--- src/rtl/shared_state_if_unit_pkg.sv ---
// Shared types for the shared-state unit: state word, flag bundle
// and the invert-LSB helper used by every query lane.
package shared_state_pkg;

  localparam int WIDTH = 32;

  typedef logic signed [WIDTH-1:0] state_t;

  typedef struct packed {
    logic x;
  } flag_t;

  function automatic logic inv_lsb(
    input state_t arg
  );
    return ~arg[0];
  endfunction

endpackage

--- src/rtl/shared_state_if_unit_inv_lsb_lane.sv ---
// One invert-LSB query lane: argument mux, inversion and, when
// SHARED_STATE_QUERY_REG_EN is defined, a 1-cycle output register.
module inv_lsb_lane
  import shared_state_pkg::*;
#(
  parameter int LW = shared_state_pkg::WIDTH
) (
`ifdef SHARED_STATE_QUERY_REG_EN
  input  logic          clk,
  input  logic          rst,
`endif
  input  logic          sel,
  input  logic [LW-1:0] x_q,
  input  logic [LW-1:0] arg,
  input  logic          valid,
  output logic          res,
  output logic          res_valid
);

  logic [LW-1:0] a;
  flag_t         inv;

  always_comb begin
    a     = sel ? x_q : arg;
    inv   = '0;
    inv.x = inv_lsb(state_t'(a));
  end

`ifdef SHARED_STATE_QUERY_REG_EN
  // Result holds while the lane is idle; valid tracks the request.
  always_ff @(posedge clk or posedge rst) begin
    if (rst) begin
      res       <= 1'b0;
      res_valid <= 1'b0;
    end else begin
      res_valid <= valid;
      if (valid) begin
        res <= inv.x;
      end
    end
  end
`else
  assign res       = inv.x;
  assign res_valid = valid;
`endif

endmodule

--- src/rtl/shared_state_if_unit.sv ---
// Shared 32-bit state register plus NUM_Q invert-LSB query lanes.
// Define SHARED_STATE_QUERY_REG_EN for registered lane outputs.
module shared_state_if_unit
  import shared_state_pkg::*;
#(
  parameter int             WIDTH   = shared_state_pkg::WIDTH,
  parameter int             NUM_Q   = 2,
  parameter logic [WIDTH-1:0] RST_VAL = '0
) (
  input  logic                    clk,
  input  logic                    rst,
  input  logic                    wr_en,
  input  logic [WIDTH-1:0]        wr_data,
  output logic signed [WIDTH-1:0] x_q,
  output logic                    x_lsb,
  input  logic [NUM_Q-1:0]        q_sel,
  input  logic [NUM_Q*WIDTH-1:0]  q_arg,
  input  logic [NUM_Q-1:0]        q_valid,
  output logic [NUM_Q-1:0]        q_res,
  output logic [NUM_Q-1:0]        q_res_valid
);

  always_ff @(posedge clk or posedge rst) begin
    if (rst) begin
      x_q <= RST_VAL;
    end else if (wr_en) begin
      x_q <= wr_data;
    end
  end

  assign x_lsb = x_q[0];

  // Lanes read the pre-edge x_q; a same-cycle write is never bypassed.
  for (genvar i = 0; i < NUM_Q; i++) begin : g_lane
    inv_lsb_lane #(
      .LW(WIDTH)
    ) u_lane (
`ifdef SHARED_STATE_QUERY_REG_EN
      .clk       (clk),
      .rst       (rst),
`endif
      .sel       (q_sel[i]),
      .x_q       (x_q),
      .arg       (q_arg[i*WIDTH +: WIDTH]),
      .valid     (q_valid[i]),
      .res       (q_res[i]),
      .res_valid (q_res_valid[i])
    );
  end

endmodule

--- config.mk ---
export PLATFORM = sky130hd
export DESIGN_NAME = shared_state_if_unit
export DESIGN_NICKNAME = d
export VERILOG_FILES = /design/src/rtl/shared_state_if_unit_pkg.sv /design/src/rtl/shared_state_if_unit_inv_lsb_lane.sv /design/src/rtl/shared_state_if_unit.sv
export SDC_FILE = /design/constraint.sdc
export NUM_CORES = 1
export LEC_CHECK = 0
export BUFFER_PORTS_ARGS = -buffer_cell sky130_fd_sc_hd__buf_4
export CAP_MARGIN = 25
export CORE_MARGIN = 2
export CORE_UTILIZATION = 38
export DETAILED_ROUTE_END_ITERATION = 6
export PLACE_DENSITY_LB_ADDON = 0.1
export SYNTH_ARGS = -nofsm -noshare
export SYNTH_HDL_FRONTEND = slang
export SYNTH_HIERARCHICAL = 1
export SYNTH_SLANG_ARGS = --single-unit
export TNS_END_PERCENT = 1
--- constraint.sdc ---
create_clock -name clk -period 1.45 [get_ports clk]
set_input_delay 0.2175 -clock clk [delete_from_list [all_inputs] [get_ports clk]]
set_output_delay 0.2175 -clock clk [all_outputs]
set_load 0.01 [all_outputs]
-- Word level (Yosys, flattened, before mapping)
Index checks and enable logic that the tools add are counted.
- bits in registers: 32
- input bits: 103
- logic and storage cells: 5
- output and inout bits: 37
- multiplexer cells: 2
- bitwise logic cells: 2
- operator list (cell ; number):
    $mux W1 ; 2
    $not A1 Y1 ; 2

-- Logic depth before layout (Yosys ltp)
Gate-level depths: netlist of run 1.
- depth in word-level cells: 2
- mapped depth: 3
- depth with buffers taken out: 1

-- Modules after synthesis
Netlist of run 1, hierarchy kept.
- by module, submodules not included (module ; seq. area each (sq um) ; cells each ; area an instance (sq um) ; instances):
    shared_state_if_unit ; 800.8 ; 70 ; 1356.3 ; 1
    inv_lsb_lane ; 0.0 ; 2 ; 17.5 ; 2

-- Least setup slack after synthesis of run 1
No wires, ideal clock.
- path kind: flip-flop to output port
- start: register x_q[0]
- end: output q_res[0]
- data required time: 1.233 ns
- setup slack: 0.564 ns
- arrival time: 0.669 ns
- stages on the path, launching flop included: 2
- path buffers: 0
- cell sequence: dfrtp_1 > mux2i_1
- word-level cells in the longest chain between the ends: 2
- RTL lines (what ; RTL line ; RTL):
    start: declaration ; shared_state_if_unit.sv:14 ; output logic signed [WIDTH-1:0] x_q,
    start signal: assignment ; shared_state_if_unit.sv:27 ; x_q <= wr_data;
    $mux W1 ; shared_state_if_unit_inv_lsb_lane.sv:24 ; a = sel ? x_q : arg;
    $not A1 Y1 ; shared_state_if_unit_pkg.sv:16 ; return ~arg[0];
    end: declaration ; shared_state_if_unit.sv:19 ; output logic [NUM_Q-1:0] q_res,
Every way passes these cells.

-- Worst setup path in the final report of run 1
Ends and elaborated chain as after synthesis.

==> flow_summary.yaml, run 1 <==
status:
  status: "complete, no violations"
synth:
  synth_seq_cells: 32
  synthCells: 74
  synth_cell_types: 8
  ys_seq_area_frac: 0.576
  ys_warn_count: 6
  syn-num-nets: 177
  avgSynthCellArea_um2: 18.8
  synthesis.area_um2: 1390
worst_setup_path:
  r2r_start: "x_q[0]"
  endpoint_kind: "output port"
  cp_max_fo: 5
  crit_path_start_kind: "flip-flop"
  path_class: "flip-flop to output port"
  r2r_setup_slack_ns: 0.63
  slowest_delay_ns: 0.43
  cp_slowest_cell: "dfrtp_1"
  crit_path_cell_trace: "mux2i_1 -> buf_4"
  crit_arrival_ns: 1.06
  r2r-end: "x_q[0]"
  reg2reg_depth: 1
  cp.required_ns: 1.23
drt:
  drc: 0
  ant_nets: 0
  detail_route.wl_per_cell_um: 14.4
  drt_iter0_drc: 27
  num_vias: 894
  avgViaCountPerCell: 4.54
  totalWireLength_mm: 2.83
  dr.pass1.iters: 3
timing:
  fin_skew_ns: 0
  fin_crit_sh: 0.881
  finalSetupViolCount: 0
  slew_violations: 0
  setup_ws_ns: 0.172
  rsz0062_at_grt: "false"
  slew-limit-headroom: 0.738
  tightest_slew_ns: 0.392
  fin_setup_tns_ns: 0
  max_freq_mhz: 783
  finalHoldViolations: 0
  fin_crit_ns: 1.28
power:
  powerDensity_nw_per_um2: 995
  p_leak_nw: 1.05
  irDropWorstVdd_mv: 0.544
grt:
  grt_max_degree: 33
  grt-ovfl-total: 0
  antenna_found_initial: 0
  grt_pass1_vias: 949
  grt_first_pass_wirelength_mm: 4.60
  grt_usage: 0.148
cts:
  htree_levels: 2
  cts_root_buffer: "clkbuf_4"
  ctsResizeCount: 0
  cts_tree: "yes"
  holdBufCountCts: 1
  cts_buffers: 5
  cts_setup_buffers: 0
  cts_buffer_depth: 2
  clk_latency_ns: 0.32
  path_clk_slew_ns: 0.09
  clock-sinks: 32
floorplanning:
  die_w_um: 64.5
  boundaryPins: 140
  die_h_um: 64.5
  dieArea_um2: 4160
  std_cell_rows: 21
  core_um2: 3420
  start_util: 0.407
min_path:
  hold_path_class: "input port to flip-flop"
  min_from: "wr_data[4]"
  hold_end: "x_q[4]"
  hold_depth: 2
cells_and_area:
  drive_gt1_frac: 0.755
  largest_reg_flops: 32
  largest-register: "x_q"
  antenna_cells: 0
  top_regs: "x_q x32"
  nets: 254
  area.growth.synth_to_final_pct: 43.3
place:
  place_ws_ns: 0.312
  place_congestion: 0.634
  dp_hpwl_mm: 2.09
  port_buffers: 73
flow_run:
  drv_cap: 0
how the worst max path moves through the flow:
| stage | start | end | slack (ns) | depth (start not counted) |
|---|---|---|---|---|
| detailed placement | wr_en | x_q[17] | 0.31 | 3 |
| floorplan | rst | x_q[0] | 0.54 | 1 |
| global placement | wr_en | x_q[17] | 0.33 | 3 |
| finish | x_q[0] | q_res[0] | 0.17 | 2 |
| CTS | x_q[0] | q_res[0] | 0.14 | 2 |
| global route | x_q[0] | q_res[0] | 0.07 | 2 |
area by class of cell:
| class | count | area [um^2] |
|---|---|---|
| fill | 287 | 1420 |
| sequential | 32 | 801 |
| timing repair buffer | 77 | 593 |
| multi-input combinational | 34 | 493 |
| tap | 46 | 57.6 |
| clock buffer | 6 | 41.3 |
| clock inverter | 1 | 5.00 |
| inverter | 1 | 3.75 |
placed cells by master (no fill, tap or decap):
cell            n
buf_12          1
clkbuf_4        5
buf_4          75
mux2i_1         2
dlygate4sd3_1   1
dfrtp_1        32
clkinv_2        1
inv_1           1
mux2_4         30
mux2_2          2
clkbuf_1        1
critical path, delay by kind of cell, from the launching register on:
family	cells	cell delay (ns)
buf+inv	1	0.14
flops	1	0.43
mux	1	0.17
synth_stat cells:
cell type  number  area, um^2
inv_1           1        3.75
buf_6           1        11.3
buf_12          3        60.1
mux2i_1         2        20.0
dfrtp_1        32         801
mux2_2          2        22.5
buf_4           3        22.5
mux2_4         30         450
where the power goes:
part           switching, W  total, W  internal (W)
combinational      0.000168  0.000490      0.000322
sequential        0.0000555   0.00104      0.000981
clock              0.000279  0.000457      0.000178
total              0.000502   0.00198       0.00148
logic make-up after synthesis:
group,after synthesis,synth area share
muxes,34,0.354
DFF,32,0.576
buffers and inverters,8,0.0701
metrics by stage:
stage          power [W]  hold WS (ns)  utilization  instance area (um^2)  cells
2_1_floorplan    0.00130         0.334            -                  1390     74
5_1_grt          0.00210        0.0941        0.584                  1990    197
3_3_place_gp     0.00154         0.331        0.567                  1940    189
3_5_place_dp     0.00155         0.333        0.567                  1940    189
6_report         0.00198         0.121        0.584                  1990    197
4_1_cts          0.00202         0.102        0.584                  1990    197
layer usage:
layer | wire [um] | global-route usage
met1 | 1200 | 0.185
met2 | 1240 | 0.220
met3 | 352 | 0.0764
met4 | 38 | 0.0479
met5 | 0 | 0
Power figures use the tool's default switching activity.
==> run 2, diff against run 1 <==
Settings changed: MAX_ROUTING_LAYER from default to met4.
==> run 2 against run 1 <==
Cell count is the same. Critical path depth stayed put. Die area unchanged. Largest power group unchanged. Power about the same. Hold slack worse by 0.0012 ns. Combinational power is essentially flat. Count of clock-buffer cells in the layout is the same. Routed wire length about the same. Core utilization is the same. Clock power about the same.
==> flow_summary.yaml, run 2 (same netlist as run 1, synthesis figures left out) <==
cts:
  cts_buffers: 5
  clk_latency_ns: 0.32
  path_clk_slew_ns: 0.09
  cts_tree: "yes"
  cts_root_buffer: "clkbuf_4"
  htree_levels: 2
  clock-sinks: 32
  cts_buffer_depth: 2
  ctsResizeCount: 0
  cts_setup_buffers: 0
place:
  place_congestion: 0.639
  port_buffers: 73
  placed_cell_area_um2: 1940
  dp.cells: 189
  dp_hpwl_mm: 2.09
worst_setup_path:
  r2r_setup_slack_ns: 0.63
  crit_end: "q_res[0]"
  r2r_start: "x_q[0]"
  endpoint_kind: "output port"
  path_class: "flip-flop to output port"
  crit_path_cell_trace: "mux2i_1 -> buf_4"
  r2r-end: "x_q[0]"
  slowest_delay_ns: 0.43
  cp_max_fo: 5
  crit_arrival_ns: 1.06
  reg2reg_depth: 1
  startpoint: "x_q[0]"
  cp_slowest_cell: "dfrtp_1"
  crit_path_start_kind: "flip-flop"
  cp.required_ns: 1.23
timing:
  tightest_slew_ns: 0.391
  fin_setup_tns_ns: 0
  rsz0062_at_grt: "false"
  fin_crit_ns: 1.28
  fin_skew_ns: 0
  finalHoldViolations: 0
  max_freq_mhz: 783
  slew-limit-headroom: 0.739
  slew_violations: 0
  finalSetupViolCount: 0
  fin_crit_sh: 0.881
power:
  irDropWorstVdd_mv: 0.547
  powerDensity_nw_per_um2: 996
  p_leak_nw: 1.05
floorplanning:
  dieArea_um2: 4160
  std_cell_rows: 21
  core_um2: 3420
  die_h_um: 64.5
  boundaryPins: 140
  die_w_um: 64.5
  start_util: 0.407
cells_and_area:
  top_regs: "x_q x32"
  stdcell_count: 197
  antenna_cells: 0
  area.growth.synth_to_final_pct: 43.3
  layout_common_cells: "buf_4 (75), dfrtp_1 (32), mux2_4 (30), clkbuf_4 (5)"
  largest_reg_flops: 32
  nets: 254
  final_common_cell: "buf_4"
  largest-register: "x_q"
  drive_gt1_frac: 0.755
  finalInstanceArea_um2: 1990
grt:
  grt-ovfl-total: 0
  grt_max_degree: 33
  grt_first_pass_wirelength_mm: 4.62
  antenna_found_initial: 0
  grt_pass1_vias: 945
  grt_usage: 0.153
flow_run:
  drv_cap: 0
drt:
  ant_nets: 0
  totalWireLength_mm: 2.83
  dr.pass1.iters: 3
  num_vias: 892
  detail_route.wl_per_cell_um: 14.4
  drc: 0
  avgViaCountPerCell: 4.53
  drt_iter0_drc: 35
min_path:
  hold_path_class: "input port to flip-flop"
  hold_depth: 2
status:
  status: "complete, no violations"
run 2: worst min-delay path by stage:
stage	startpoint	endpoint
after floorplan	rst	x_q[0]
after global placement	rst	x_q[6]
after detailed placement	rst	x_q[3]
after CTS	wr_data[8]	x_q[8]
after global routing	wr_data[23]	x_q[23]
final	wr_data[4]	x_q[4]
run 2: layout make-up:
class	count	area, um^2
Clock buffer	6	41.3
Clock inverter	1	5.00
Fill cell	287	1420
Inverter	1	3.75
Multi-Input combinational cell	34	493
Sequential cell	32	801
Tap cell	46	57.6
Timing Repair Buffer	77	593
run 2: stage by stage:
stage / power (W) / setup slack (ns) / utilization / hold slack, ns
after floorplan: 0.00130 / 0.542 / - / 0.334
after global placement: 0.00154 / 0.326 / 0.567 / 0.331
after detailed placement: 0.00155 / 0.312 / 0.567 / 0.333
after CTS: 0.00202 / 0.138 / 0.584 / 0.102
after global routing: 0.00210 / 0.0651 / 0.584 / 0.0941
final: 0.00199 / 0.172 / 0.584 / 0.120
run 2: layer usage:
| metal | wire (um) | vias up | part of all wire | global-route usage |
|---|---|---|---|---|
| met5 | 0 | - | 0 | - |
| met4 | 38 | 0 | 0.013 | 0.0479 |
| met3 | 299 | 6 | 0.11 | 0.0590 |
| met2 | 1240 | 63 | 0.44 | 0.220 |
| met1 | 1260 | 419 | 0.44 | 0.199 |
| li1 | - | 404 | - | - |
run 2: what timing repair did:
action | CTS | global route
hold buffers | 1 | 0
hold endpoints to repair | 32 | 0
setup endpoints to repair | 0 | 0
run 2: power by group:
part           total (W)  switching, W  leakage [nW]  internal, W
Clock           0.000459      0.000281        0.0281     0.000178
Sequential       0.00104     0.0000556         0.374     0.000981
Combinational   0.000490      0.000168         0.645     0.000322
run 2: worst max-delay path: cells and delay by family (launching register included):
kind	cells	cell delay [ns]
buf+inv	1	0.14
flops	1	0.43
mux	1	0.17
==> run 3, diff against run 2 <==
Settings changed: CORE_UTILIZATION 38 to 35.
Clock period 1.45 ns to 1.2 ns, I/O delays scaled along.
==> run 3 against run 2 <==
Core utilization down 2.8 points. Global-route usage down 1.6 points. Final area up 4.4%. Non-clock buffer count up 3. Power up 37%. Hold slack better by 0.014 ns. Clock power up 86%. Clock skew unchanged. Critical endpoint unchanged. Largest cell class unchanged.
==> flow_summary.yaml, run 3 (same netlist as run 1, synthesis figures left out) <==
floorplanning:
  start_util: 0.372
  die_w_um: 67.1
  std_cell_rows: 22
  core_um2: 3740
  die_h_um: 67.1
  boundaryPins: 140
  dieArea_um2: 4500
place:
  place_congestion: 0.656
  dp_hpwl_mm: 2.10
  port_buffers: 73
  dp.cells: 192
  place_ws_ns: 0.266
grt:
  antenna_found_initial: 0
  grt_first_pass_wirelength_mm: 4.33
  grt-ovfl-total: 0
  grt_pass1_vias: 945
  grt_max_degree: 19
  grt_usage: 0.137
drt:
  wl_met3_um: 379
  met2_length_mm: 1.21
  detail_route.wl_per_cell_um: 13.9
  ant_nets: 0
  drt_iter0_drc: 28
  totalWireLength_mm: 2.80
  met1_length_mm: 1.16
  num_vias: 903
  dr.pass1.iters: 2
  dr.max_layer_used: "met4"
  avgViaCountPerCell: 4.47
  drc: 0
cells_and_area:
  final_common_cell: "buf_4"
  largest_reg_flops: 32
  register_area_um2: 801
  multiInputGateArea_um2: 493
  largest-register: "x_q"
  drive_gt1_frac: 0.766
  fill_cells: 335
  top_regs: "x_q x32"
  layout_common_cells: "buf_4 (77), dfrtp_1 (32), mux2_4 (30), clkbuf_8 (7)"
  area.growth.synth_to_final_pct: 49.6
  nets: 257
  stdcell_count: 202
  antenna_cells: 0
worst_setup_path:
  path_class: "flip-flop to output port"
  crit_arrival_ns: 0.96
  cp.required_ns: 1.02
  endpoint_kind: "output port"
  r2r_start: "x_q[0]"
  cp_max_fo: 4
  startpoint: "x_q[0]"
  crit_path_start_kind: "flip-flop"
cts:
  cts_buffer_depth: 2
  ctsResizeCount: 0
  htree_levels: 2
  cts_root_buffer: "clkbuf_8"
  cts_buffers: 5
  clk_latency_ns: 0.27
  clock-sinks: 32
  cts_tree: "yes"
  path_clk_slew_ns: 0.06
timing:
  finalSetupViolCount: 0
  slew_violations: 0
  setup_ws_ns: 0.0598
  fin_crit_ns: 1.14
  fin_setup_tns_ns: 0
  finalHoldViolations: 0
  max_freq_mhz: 877
  fin_crit_sh: 0.950
  tightest_slew_ns: 0.214
  rsz0062_at_grt: "false"
  slew-limit-headroom: 0.858
  fin_skew_ns: 0
power:
  powerDensity_nw_per_um2: 1310
  seqPwrFrac: 0.462
  power_switching_w: 0.000616
  share_comb_of_total_power: 0.224
  swShare: 0.227
  clkPwrFrac: 0.314
  irDropWorstVdd_mv: 0.739
  p_int_w: 0.00210
  p_leak_nw: 1.09
flow_run:
  drv_cap: 0
status:
  status: "complete, no violations"
min_path:
  min_from: "wr_data[20]"
  hold_path_class: "input port to flip-flop"
run 3: path summary, 6_finish.rpt:
path / endpoint / slack [ns] / cells after the start
setup / recovery: q_res[0] / 0.06 / 2
hold / removal: x_q[20] / 0.13 / 2
setup reg to reg: x_q[0] / 0.28 / 2
hold reg to reg: x_q[25] / 0.51 / 1
max in group asynchronous: x_q[22] / 0.50 / 4
min in group asynchronous: x_q[26] / 0.50 / 4
run 3: what timing repair did:
action | in CTS | in global routing
hold buffers | 1 | 0
setup buffers | 0 | 2
setup endpoints to repair | 0 | 2
endpoints found under the hold margin | 32 | 0
run 3: layout make-up:
class / instances / share of cell area
flip-flops and latches: 32 / 0.385
repair buffers: 80 / 0.302
multi-input cells: 34 / 0.237
clock buffers: 7 / 0.0463
well taps: 48 / 0.0288
inverters: 1 / 0.00180
run 3: power groups by stage:
stage | logic, W | registers [W] | clock network (W)
2_1_floorplan | 0.000260 | 0.00132 | 0
3_3_place_gp | 0.000597 | 0.00127 | 0
3_5_place_dp | 0.000607 | 0.00127 | 0
4_1_cts | 0.000610 | 0.00126 | 0.000893
5_1_grt | 0.000656 | 0.00127 | 0.000938
6_report | 0.000610 | 0.00125 | 0.000853
run 3: per-layer routing:
layer  vias to the layer above  global-route usage
li1                        411                   -
met1                       428               0.166
met2                        58               0.202
met3                         6              0.0659
met4                         0              0.0408
met5                         -                   -
run 3: worst max-delay path, cell delays in order, from the launching register on:
cell	delay [ns]
dfrtp_1	0.41
mux2i_1	0.15
buf_4	0.14
run 3: metrics by stage:
step / util / total power [W] / hold slack, ns / instance area (um^2)
final: 0.556 / 0.00272 / 0.134 / 2080
after global routing: 0.556 / 0.00286 / 0.122 / 2080
after CTS: 0.552 / 0.00276 / 0.124 / 2070
after detailed placement: 0.524 / 0.00188 / 0.235 / 1960
after global placement: 0.524 / 0.00187 / 0.229 / 1960
after floorplan: - / 0.00158 / 0.296 / 1390
